===== config.mk =====
export PLATFORM = sky130hd
export DESIGN_NAME = rand_range_gen
export DESIGN_NICKNAME = d
export VERILOG_FILES = /design/src/rtl/rand_pkg.sv /design/src/rtl/lfsr_core.sv /design/src/rtl/rand_range_gen.sv
export SDC_FILE = /design/constraint.sdc
export NUM_CORES = 1
export LEC_CHECK = 0
export CELL_PAD_IN_SITES_DETAIL_PLACEMENT = 0
export CELL_PAD_IN_SITES_GLOBAL_PLACEMENT = 2
export CORE_ASPECT_RATIO = 0.5
export CORE_UTILIZATION = 28
export CTS_BUF_LIST = sky130_fd_sc_hd__clkbuf_2
export CTS_CLUSTER_SIZE = 24
export DETAILED_ROUTE_END_ITERATION = 7
export PLACE_DENSITY_LB_ADDON = 0.3
export SLEW_MARGIN = 10
export SYNTH_ARGS = -nofsm -noshare
export SYNTH_HDL_FRONTEND = slang
export SYNTH_SLANG_ARGS = --single-unit

===== constraint.sdc =====
create_clock -name clk -period 1.7 [get_ports clk]
set_input_delay 0.255 -clock clk [delete_from_list [all_inputs] [get_ports clk]]
set_output_delay 0.255 -clock clk [all_outputs]
set_load 0.005 [all_outputs]

===== src/rtl/rand_pkg.sv =====
// Shared types and helpers for the random range generator and its LFSR core.
package rand_pkg;

  typedef enum logic [0:0] {
    IDLE = 1'b0,
    DRAW = 1'b1
  } state_t;

  // Default Fibonacci feedback masks per LFSR width
  localparam logic [2:0]  TAPS_W3  = 3'b110;
  localparam logic [15:0] TAPS_W16 = 16'hB400;

  function automatic int unsigned mod_inc(input int unsigned x, input int unsigned range);
    return (x + 32'd1 >= range) ? 32'd0 : x + 32'd1;
  endfunction

endpackage


===== src/rtl/lfsr_core.sv =====
// Free-running Fibonacci LFSR with seed load; a zero seed maps to all ones so
// the lock-up state can never be entered.
module lfsr_core #(
  parameter int unsigned       W    = 16,
  parameter logic [W-1:0]      TAPS = W'(16'hB400)
) (
  input  logic         clk,
  input  logic         reset_n,
  input  logic         load,
  input  logic [W-1:0] seed,
  output logic [W-1:0] state
);

  logic fb;

  assign fb = ^(state & TAPS);

  always_ff @(posedge clk) begin
    if (!reset_n) begin
      state <= '1;
    end else if (load) begin
      state <= (seed == '0) ? '1 : seed;
    end else begin
      state <= {state[W-2:0], fb};
    end
  end

endmodule


===== src/rtl/rand_range_gen.sv =====
// Request-driven uniform symbol generator: rejection sampling on an LFSR with a
// bounded-retry fallback and a consecutive-repeat limiter.
module rand_range_gen
  import rand_pkg::*;
#(
  parameter int unsigned            LFSR_W     = 16,
  parameter logic [LFSR_W-1:0]      TAPS       = LFSR_W'(TAPS_W16),
  parameter int unsigned            OUT_W      = 2,
  parameter int unsigned            RANGE      = 3,
  parameter int unsigned            MAX_REPEAT = 3,
  parameter int unsigned            RETRY_MAX  = 4
) (
  input  logic              clk,
  input  logic              reset_n,
  input  logic              seed_load,
  input  logic [LFSR_W-1:0] seed,
  input  logic              req,
  output logic              busy,
  output logic              valid,
  output logic [OUT_W-1:0]  value
);

  localparam int unsigned RETRY_W  = (RETRY_MAX > 1) ? $clog2(RETRY_MAX) : 1;
  localparam int unsigned REP_W    = (MAX_REPEAT > 0) ? $clog2(MAX_REPEAT + 1) : 1;
  localparam bit          LIMIT_ON = (MAX_REPEAT > 0) && (RANGE > 1);

  if (LFSR_W < 2) begin : g_bad_lfsr_w
    $error("rand_range_gen: LFSR_W must be >= 2");
  end
  if (OUT_W < 1 || OUT_W > LFSR_W) begin : g_bad_out_w
    $error("rand_range_gen: OUT_W must be in 1..LFSR_W");
  end
  if (RANGE < 1 || RANGE > (32'd1 << OUT_W)) begin : g_bad_range
    $error("rand_range_gen: RANGE must be in 1..2**OUT_W");
  end
  if (RETRY_MAX < 1) begin : g_bad_retry
    $error("rand_range_gen: RETRY_MAX must be >= 1");
  end

  state_t               state_q, state_d;
  logic [LFSR_W-1:0]    lfsr;
  logic [OUT_W-1:0]     cand;
  logic                 cand_ok_c;
  logic [RETRY_W-1:0]   retry_q, retry_d;
  logic [OUT_W-1:0]     wrap_q, wrap_d;
  logic [OUT_W-1:0]     last_q;
  logic [REP_W-1:0]     rep_q, rep_d;
  logic                 accept_c;
  logic [OUT_W-1:0]     pick_c, final_c;
  logic                 busy_d;
  logic                 unused_lfsr_c;

  lfsr_core #(
    .W    (LFSR_W),
    .TAPS (TAPS)
  ) u_lfsr (
    .clk     (clk),
    .reset_n (reset_n),
    .load    (seed_load),
    .seed    (seed),
    .state   (lfsr)
  );

  assign cand          = lfsr[OUT_W-1:0];
  assign cand_ok_c     = ({1'b0, cand} < (OUT_W + 1)'(RANGE));
  assign unused_lfsr_c = ^lfsr;
  assign wrap_d        = (wrap_q == OUT_W'(RANGE - 1)) ? '0 : wrap_q + 1'b1;

  // State register
  always_ff @(posedge clk) begin
    if (!reset_n) begin
      state_q <= IDLE;
    end else begin
      state_q <= state_d;
    end
  end

  // Next state, retry count and accepted candidate
  always_comb begin
    state_d  = state_q;
    retry_d  = retry_q;
    accept_c = 1'b0;
    pick_c   = cand;
    unique case (state_q)
      IDLE: begin
        if (req) begin
          state_d = DRAW;
          retry_d = '0;
        end
      end
      DRAW: begin
        if (cand_ok_c) begin
          accept_c = 1'b1;
        end else if (retry_q == RETRY_W'(RETRY_MAX - 1)) begin
          accept_c = 1'b1;
          pick_c   = wrap_q;
        end else begin
          retry_d = retry_q + 1'b1;
        end
        if (accept_c) begin
          state_d = IDLE;
        end
      end
      default: state_d = IDLE;
    endcase
  end

  // Outputs: busy tracks DRAW; repeat limiter nudges a run that hit the cap
  always_comb begin
    busy_d  = (state_d == DRAW);
    final_c = pick_c;
    rep_d   = rep_q;
    if (LIMIT_ON) begin
      if (pick_c == last_q && rep_q == REP_W'(MAX_REPEAT)) begin
        final_c = OUT_W'(mod_inc(32'(pick_c), RANGE));
        rep_d   = REP_W'(1);
      end else if (pick_c == last_q) begin
        rep_d = rep_q + 1'b1;
      end else begin
        rep_d = REP_W'(1);
      end
    end
  end

  always_ff @(posedge clk) begin
    if (!reset_n) begin
      retry_q <= '0;
      wrap_q  <= '0;
      last_q  <= '0;
      rep_q   <= '0;
      busy    <= 1'b0;
      valid   <= 1'b0;
      value   <= '0;
    end else begin
      retry_q <= retry_d;
      wrap_q  <= wrap_d;
      busy    <= busy_d;
      valid   <= accept_c;
      if (accept_c) begin
        value  <= final_c;
        last_q <= final_c;
        rep_q  <= rep_d;
      end
    end
  end

endmodule


==> run_results.csv <==
group,metric,value,unit
run_status,status,"finished clean",
synth,synth_edf_count,0,
layout,final_cells,216,
global_routing,grt_pass1_vias,928,
worst_setup_path,crit_chain,"ha_4 > nand3b_1 > nand2_1 > or4b_4 > o311a_1",
synth,yosysSeqAreaShare,46.0,%
drt,drt_iter0_drc,12,
synth,netlist_top_cells_count,"dfxtp_1 (26), nand2_1 (21), o22ai_1 (16), nand3_1 (6), inv_1 (5)",
clock_tree,clock_latency,0.35,ns
synth,syn_nets,146,
synth,ys_types,35,
pwr,p_clk_share,19.5,%
layout,drive_above_1_share,21.8,%
synth,yosys.area.top_type_share,46.0,%
global_routing,grt_use_total,12.8,%
pwr,cellLeakagePower,0.685,nW
synth,synth_warnings,0,
sta,tightest_slew,0.282,ns
pwr,power.density,727,nW/um^2
sta,fin_skew,0.0119,ns
synth,synth_ff_type,"dfxtp_1",
pwr,p_sw_share,26.7,%
worst_setup_path,crit_fanout,5,
sta,relSlewSlack,81.2,%
worst_setup_path,cp_slowest_cell,"or4b_4",
clock_tree,cts_tree,"yes",
worst_setup_path,required,1.98,ns
pwr,irDropWorstVdd,0.260,mV
die,coreArea,3640,um^2
drt,totalWireLength,2580,um
global_routing,antenna_found_initial,0,
die,die_h,46.9,um
worst_hold_path,worstHoldPathType,"in -> reg",
worst_setup_path,critPathBufInv,0,
place,dp.cells,209,
layout,seq_area,527,um^2
drt,drc,0,
sta,post-route-period-util,97.4,%
die,dieWidth,91.9,um
drt,detail-route-antenna-nets,0,
die,dieArea,4310,um^2
layout,fill_cells,365,
sta,setup_viol,0,
layout,syn2layout_area_growth,42.5,%
worst_setup_path,startpoint_type,"register",
layout,antenna_cells,0,
clock_tree,cts_max_level,1,
clock_tree,clk_pin_slew,0.24,ns
clock_tree,cts_sinks,26,
layout,fin_nets,189,
drt,wl_per_cell,11.9,um
synth,synthMostInstantiatedCell,"dfxtp_1",
worst_setup_path,cp.arrival,1.93,ns
pwr,seqPwrFrac,58.6,%
synth,async_reset_ff_share,0,%
die,initial_core_util,31.1,%
layout,multi_input_area,574,um^2
sta,rsz0062_at_grt,"true",
clock_tree,cts_buffer_depth,2,
global_routing,grt_max_degree,18,
place,place_area,1530,um^2
drt,first_pass_iters,4,
sta,fmax,604,MHz
clock_tree,clockRootBuffer,"clkbuf_2",
worst_setup_path,critPathKind,"reg -> reg",
job,maxCapViolations,0,
layout,fin_area,1610,um^2
sta,period_minus_slack,1.66,ns
sta,drv_slew,0,
synth,yosys-top-cells-area,"dfxtp_1 (46%), o22ai_1 (8.8%), nand2_1 (7.0%), ha_1 (3.3%), nand3_1 (2.7%)",
synth,synth.largest_area_cell,"dfxtp_1",
clock_tree,holdBufCountCts,0,
place,dp.final_hpwl,1870,um
place,port_buffers,23,
worst_setup_path,cp-end-kind,"register",
pwr,cell_internal_pwr,859,uW
clock_tree,numCtsBuffers,3,
place,gp_congestion,0.708,
synth,synth-seq-cells,26,
sta,final_hold_viol_count,0,
die,rows,15,
synth,syn_area,1130,um^2
synth,postSynthCellCount,123,
global_routing,grt-ovfl-total,0,
pwr,pwr-share-comb,21.9,%
sta,tns,0,ns
worst_setup_path,cpPeakStageDelay,0.52,ns
die,io_pins,24,
drt,via_count,1020,
global_routing,grt_pass1_wl,4200,um
drt,via_per_inst,4.72,
pwr,p_switching,313,uW
worst_setup_path,crit_family,"simple AND/OR/NAND/NOR gates",
synth,synth_area_per_cell,9.20,um^2
-- stage by stage --
step / hold WS [ns] / power, mW / util [%] / setup WS (ns)
after global routing: 0.139 / 1.25 / 44.3 / -0.0188
after global placement: 0.438 / 0.940 / 42.0 / -0.375
final: 0.160 / 1.17 / 44.3 / 0.0442
after floorplan: 0.379 / 0.815 / - / 0.00896
after CTS: 0.475 / 1.18 / 43.1 / 0.00846
after detailed placement: 0.442 / 0.941 / 42.0 / -0.387
-- placed cells by master (no fill, tap or decap), types with 2 or more instances in the layout --
master / count
a21oi_1: 2
and2_1: 2
buf_4: 21
clkbuf_2: 3
clkdlybuf4s50_1: 19
dfxtp_1: 21
dfxtp_2: 5
dlymetal6s2s_1: 4
ha_1: 2
inv_1: 5
nand2_1: 21
nand2b_1: 2
nand3_1: 6
nand4b_1: 3
nor2_1: 2
o21ai_0: 4
o22ai_1: 16
o31ai_1: 2
or4_4: 3
xnor2_1: 2
-- logic make-up after synthesis --
| group | synth area share, % |
|---|---|
| simple gates | 23.0 |
| xor+xnor | 2.32 |
| flops | 46.0 |
| buf+inv | 4.98 |
| compound gates | 20.4 |
| fa+ha+maj | 3.32 |
-- registers in the layout, indices dropped and copies added (netlist names) --
register / flops
rep_q: 2
valid: 1
retry_q: 2
last_q: 2
wrap_q: 2
u_lfsr.state: 16
busy: 1
-- path summary, 6_finish.rpt --
path	from	endpoint	slack, ns	cells after the start
setup / recovery	retry_q[1]	rep_q[0]	0.04	5
hold / removal	seed[13]	u_lfsr.state[13]	0.16	3
setup reg to reg	retry_q[1]	rep_q[0]	0.04	5
hold reg to reg	wrap_q[0]	wrap_q[0]	0.49	1
-- layout make-up --
class	instances	area share (%)
Sequential cell	26	32.7
Clock inverter	1	0.233
Tap cell	51	3.96
Inverter	5	1.16
Clock buffer	3	0.932
Timing Repair Buffer	45	25.4
Multi-Input combinational cell	85	35.6
-- power by group through the flow --
stage               Clock (mW)  Sequential (mW)  Combinational (mW)
finish                   0.228            0.687               0.257
global route             0.271            0.694               0.285
CTS                      0.239            0.686               0.250
detailed placement           0            0.697               0.244
global placement             0            0.696               0.243
floorplan                    0            0.690               0.124
-- routing by layer --
metal  share of wire, %  GRT usage (%)  up-vias  wire, um
met5                  0              0        -         0
li1                   -              -      543         -
met2                 45           22.1       16      1160
met3                2.8           4.37        0        72
met4                  0           3.75        0         0
met1                 52           15.7      461      1350
-- worst register-to-register path, cell delays in order, from the launching register on --
cell	delay [ns]
dfxtp_2	0.41
ha_4	0.15
nand3b_1	0.14
nand2_1	0.08
or4b_4	0.52
o311a_1	0.29
-- timing repair --
item                       in CTS  in global routing
cloned                          0                  0
setup endpoints to repair       8                  8
buffers inserted                1                  2
pin swaps                       0                  2
gates resized for setup         6                  8
Note: power is estimated with default switching activity, not from simulation.
